### src/rtl/armleocpu_storegen_buffer.sv
// Store realignment and write buffer: realigns right-aligned store data to its byte lanes, builds strobes, queues legal stores.
// Latency: an accepted legal store reaches the bus write channel one cycle later at the earliest; errors pulse one cycle after acceptance.
// Backpressure: req_ready drops when all DEPTH entries are occupied; the bus head is held stable while bus_wready is low.
module armleocpu_storegen_buffer #(
  parameter int DEPTH = 2
) (
  input  logic        clk,
  input  logic        rst_n,

  input  logic        req_valid,
  output logic        req_ready,
  input  logic [31:0] req_addr,
  input  logic [1:0]  req_type,
  input  logic [31:0] req_data,

  output logic        err_valid,
  output logic        err_missaligned,
  output logic        err_unknowntype,

  output logic        bus_wvalid,
  input  logic        bus_wready,
  output logic [31:0] bus_waddr,
  output logic [31:0] bus_wdata,
  output logic [3:0]  bus_wstrb,

  output logic        empty
);

  localparam int PTR_W = (DEPTH > 1) ? $clog2(DEPTH) : 1;
  localparam int CNT_W = $clog2(DEPTH + 1);

  localparam logic [1:0] STORE_BYTE = 2'b00;
  localparam logic [1:0] STORE_HALF = 2'b01;
  localparam logic [1:0] STORE_WORD = 2'b10;

  // One buffered store; the address is kept word-granular since bits [1:0]
  // are folded into the strobe.
  typedef struct packed {
    logic [29:0] word_addr;
    logic [31:0] wdata;
    logic [3:0]  wstrb;
  } entry_t;

  entry_t           mem_q [DEPTH];
  logic [PTR_W-1:0] wr_ptr_q, wr_ptr_d;
  logic [PTR_W-1:0] rd_ptr_q, rd_ptr_d;
  logic [CNT_W-1:0] count_q,  count_d;
  logic             err_valid_q, err_valid_d;
  logic             err_miss_q,  err_miss_d;
  logic             err_unk_q,   err_unk_d;

  logic [1:0] offset;
  logic       is_unknown;
  logic       is_missaligned;
  logic       accept;
  logic       push;
  logic       pop;
  entry_t     new_entry;
  entry_t     head;

  assign offset = req_addr[1:0];

  // Request classification; an unknown type never also reports misalignment.
  always_comb begin
    is_unknown     = (req_type == 2'b11);
    is_missaligned = 1'b0;
    if (!is_unknown) begin
      if (req_type == STORE_WORD)
        is_missaligned = (offset != 2'b00);
      else if (req_type == STORE_HALF)
        is_missaligned = offset[0];
    end
  end

  assign req_ready = (count_q != CNT_W'(DEPTH));
  assign accept    = req_valid && req_ready;
  assign push      = accept && !is_unknown && !is_missaligned;
  assign bus_wvalid = (count_q != '0);
  assign pop       = bus_wvalid && bus_wready;
  assign empty     = (count_q == '0);

  // Lane realignment: data is replicated across the word so the strobe alone
  // selects which copy the bus writes.
  always_comb begin
    new_entry.word_addr = req_addr[31:2];
    new_entry.wdata     = req_data;
    new_entry.wstrb     = 4'b1111;
    case (req_type)
      STORE_BYTE: begin
        new_entry.wdata = {4{req_data[7:0]}};
        new_entry.wstrb = 4'b0001 << offset;
      end
      STORE_HALF: begin
        new_entry.wdata = {2{req_data[15:0]}};
        new_entry.wstrb = 4'b0011 << offset;
      end
      default: begin
        new_entry.wdata = req_data;
        new_entry.wstrb = 4'b1111;
      end
    endcase
  end

  // Next-state for pointers, occupancy and the one-cycle error pulse.
  always_comb begin
    wr_ptr_d = wr_ptr_q;
    rd_ptr_d = rd_ptr_q;
    count_d  = count_q;
    if (push)
      wr_ptr_d = (wr_ptr_q == PTR_W'(DEPTH - 1)) ? '0 : wr_ptr_q + 1'b1;
    if (pop)
      rd_ptr_d = (rd_ptr_q == PTR_W'(DEPTH - 1)) ? '0 : rd_ptr_q + 1'b1;
    case ({push, pop})
      2'b10:   count_d = count_q + 1'b1;
      2'b01:   count_d = count_q - 1'b1;
      default: count_d = count_q;
    endcase
    err_valid_d = accept && (is_unknown || is_missaligned);
    err_unk_d   = accept && is_unknown;
    err_miss_d  = accept && is_missaligned;
  end

  // Control state; pending entries are discarded by resetting the occupancy.
  always_ff @(posedge clk or negedge rst_n) begin
    if (!rst_n) begin
      wr_ptr_q    <= '0;
      rd_ptr_q    <= '0;
      count_q     <= '0;
      err_valid_q <= 1'b0;
      err_miss_q  <= 1'b0;
      err_unk_q   <= 1'b0;
    end else begin
      wr_ptr_q    <= wr_ptr_d;
      rd_ptr_q    <= rd_ptr_d;
      count_q     <= count_d;
      err_valid_q <= err_valid_d;
      err_miss_q  <= err_miss_d;
      err_unk_q   <= err_unk_d;
    end
  end

  // Entry storage; contents are only observed while counted as valid.
  always_ff @(posedge clk) begin
    if (push)
      mem_q[wr_ptr_q] <= new_entry;
  end

  assign head      = mem_q[rd_ptr_q];
  assign bus_waddr = {head.word_addr, 2'b00};
  assign bus_wdata = head.wdata;
  assign bus_wstrb = head.wstrb;

  assign err_valid       = err_valid_q;
  assign err_missaligned = err_miss_q;
  assign err_unknowntype = err_unk_q;

endmodule

### config.mk
export PLATFORM = sky130hd
export DESIGN_NAME = armleocpu_storegen_buffer
export DESIGN_NICKNAME = d
export VERILOG_FILES = /design/src/rtl/armleocpu_storegen_buffer.sv
export SDC_FILE = /design/constraint.sdc
export NUM_CORES = 1
export LEC_CHECK = 0
export BUFFER_PORTS_ARGS = -buffer_cell sky130_fd_sc_hd__buf_2
export CAP_MARGIN = 20
export CORE_MARGIN = 5
export CORE_UTILIZATION = 26
export CTS_CLUSTER_DIAMETER = 200
export DETAILED_ROUTE_END_ITERATION = 10
export HOLD_SLACK_MARGIN = 0.1
export PLACE_DENSITY_LB_ADDON = 0.15
export SLEW_MARGIN = 20
export SYNTH_ARGS = -nofsm -noshare
export SYNTH_HDL_FRONTEND = slang
export SYNTH_SLANG_ARGS = --single-unit
### constraint.sdc
create_clock -name clk -period 3.6 [get_ports clk]
set_input_delay 0.18 -clock clk [delete_from_list [all_inputs] [get_ports clk]]
set_output_delay 0.18 -clock clk [all_outputs]
set_load 0.02 [all_outputs]
==> out/qor.csv <==
metric;value;unit
status;complete, no violations;
drt pass-1 iters;4;
IO Pins;144;
Fmax;437;MHz
Detail Route Antenna Nets;0;
Tot GR Track Use;10.3;%
clk_lat worst skew;0.41;ns
Clk network pwr share;33.8;%
PortBufs;141;
Synth Warn #;0;
register area share after synthesis;74.5;%
Finish-stage setup viols;0;
DP HPWL;7.96;mm
Critical R2R Capture;mem_q[0][25];
vias in the first global route;3335;
ys async rst share;5.04;%
GPL Wtd Cong;0.658;
final hold vios;0;
Psw;1.65;mW
LEAKAGE;2.92;nW
RR Startpoint;count_q[0];
routed len/inst;15.8;um
Clock Root Buffer;clkbuf_16;
Hold Slack;0.115;ns
ranking of synthesized cells by area;edfxtp_1 (71%), mux2_1 (17%), dfrtp_1 (3.2%), mux2i_1 (1.4%), o21ai_1 (0.72%);
adder-cell share of the synthesized area;0.225;%
Critical Path Sink Type;primary output;
Final min period;2.29;ns
core area;21000;um^2
final antenna diode count;0;
flop-to-flop setup slack;1.93;ns
most frequent cell after synthesis;edfxtp_1;
total CTS buffers;17;
Die X;156;um
Routed WL;12.5;mm
DR vias;3245;
Syn Inst Count;295;
measured slew at the worst slew-check pin;1.00;ns
worst-path fanout max;67;
post-synth top area share;71.4;%
Nets;574;
Area Overhead vs Synth;40.2;%
Die H;156;um
Slew headroom;33.1;%
Mapped Avg Cell Area;18.8;um^2
share of layout cells above drive strength 1;35.5;%
Clock Skews;0.00825;ns
Synth top cells by count;edfxtp_1 (132), mux2_1 (82), nand2_1 (10);
post-route setup slack;1.31;ns
CTS tree;yes;
worst path arrival time;2.11;ns
Starting Density;26.4;%
largest family of logic cells by synthesized area;multiplexers;
CTS-repair resized insts;0;
GRT overflow;0;
pre-CTS setup slack;1.68;ns
CP Class;reg2out;
worst hold-check path type;in2reg;
RSZ-0062 raised after global routing;no;
post-synthesis compound-gate area fraction;2.07;%
die area;24400;um^2
WP data required;3.42;ns
Logic pwr share;24.9;%
EDFF count, synth;132;
Sw Ratio;30.7;%
H-tree depth;4;
fin crit share;63.6;%
initial antenna violation count;0;
FF-to-FF path depth;4;
largest net degree at the start of global routing;68;
std cell rows;53;
Most used DFF post-synth;edfxtp_1;
sequential cell fraction of total power;41.3;%
clock buffer depth;2;
Hold Path Depth;3;
cell area after synthesis;5560;um^2
crit start category;flip-flop;
Synth cell types;32;
synthesis-stage register bit count;139;
clock transition at the registers of the reported paths;0.06;ns
Slew Viols, Final;0;
maximum vdd drop;0.368;mV
Int Pwr;3.73;mW
mux cell area share after synthesis;18.1;%
first-pass GRT wire length;18.8;mm
simple-gate share of the synthesized area;2.05;%
CTS Sinks;139;
initial drt markers;129;
drt drc;0;
Synth area leader;edfxtp_1;
Pwr per Cell Area;691;nW/um^2
drt via density;4.10;
hold path start;req_data[24];
hold path endpoint;mem_q[0][28];
max cap viols;0;
xor-xnor portion of the synthesized cell area;0.923;%
==> power groups by stage <==
stage	Combinational (mW)	Sequential (mW)	Clock, mW
floorplan	1.01	2.10	0
global placement	1.32	2.27	0
detailed placement	1.32	2.27	0
CTS	1.38	2.24	1.87
global route	1.45	2.26	1.96
finish	1.34	2.22	1.82
==> sequential cells by signal (all words and copies together), names as in the netlist <==
signal           flops
wr_ptr_q             1
err_unknowntype      1
err_missaligned      1
rd_ptr_q             1
mem_q              132
count_q              2
err_valid            1
==> metal layers <==
metal  vias to the layer above  global-route usage [%]  wire length, um
met4                         0                    3.97              156
li1                       1551                       -                -
met1                      1588                    12.8             5560
met2                        96                    16.8             6110
met5                         -                       0                0
met3                        10                    3.36              701
==> final cells by class <==
class                      count  area (um^2)
inverter                       4         15.0
multi-input combinational    138         1320
fill                        2005        13200
sequential                   139         4140
tap                          275          344
clock inverter                14          195
timing repair buffer         203         1340
clock buffer                  18          429
==> stage by stage <==
step / power (mW) / instance area [um^2] / util (%) / cells / TNS [ns]
global route: 5.67 / 7790 / 37.1 / 791 / 0
finish: 5.38 / 7790 / 37.1 / 791 / 0
CTS: 5.49 / 7790 / 37.1 / 791 / 0
floorplan: 3.11 / 5560 / - / 296 / -68.17
global placement: 3.59 / 6570 / 31.3 / 700 / 0
detailed placement: 3.59 / 6570 / 31.3 / 700 / 0
==> repair_timing <==
action,CTS,global route
buffers inserted,0,0
hold buffers,59,0
endpoints found under the hold margin,120,0
==> placed cells by master (no fill, tap or decap), types with 2 or more instances in the layout <==
cell type / count
bufinv_16: 4
clkinvlp_4: 3
nor2_1: 3
dfrtp_1: 6
clkinv_4: 3
nand2b_1: 2
nand2_1: 10
edfxtp_1: 132
mux2_1: 82
clkbuf_16: 17
a21oi_1: 2
buf_2: 141
conb_1: 2
dlygate4sd3_1: 59
mux2i_1: 8
o21ai_1: 8
xnor2_1: 2
nor2_4: 3
buf_12: 2
inv_1: 3
inv_6: 2
xor2_1: 2
o21bai_1: 2
==> critical path, cell delays in order (launching register included) <==
cell and delay (ns):
dfrtp_4 1.09, mux2_1 0.42, buf_2 0.17
==> worst max path at each step <==
stage	startpoint	end	slack, ns	depth (start not counted)
after global routing	rd_ptr_q	bus_wdata[14]	1.17	2
final	rd_ptr_q	bus_waddr[12]	1.31	2
after global placement	rd_ptr_q	bus_wdata[20]	1.66	2
after CTS	rd_ptr_q	bus_wdata[20]	1.23	2
after detailed placement	rd_ptr_q	bus_wdata[20]	1.68	2
after floorplan	count_q[0]	mem_q[0][0]	-0.52	3
==> cells by family (layout without fill, tap and decap cells) <==
| group | count (synthesis) | count (layout) |
|---|---|---|
| AOI/OAI and AO/OA | 17 | 17 |
| other | 1 | 2 |
| and+or+nand+nor | 23 | 23 |
| xor gates and xnor gates | 5 | 5 |
| adders and majority gates | 1 | 1 |
| buffers and inverters | 19 | 239 |
| muxes | 90 | 90 |
| DFF | 139 | 139 |
Power figures use the tool's default switching activity.
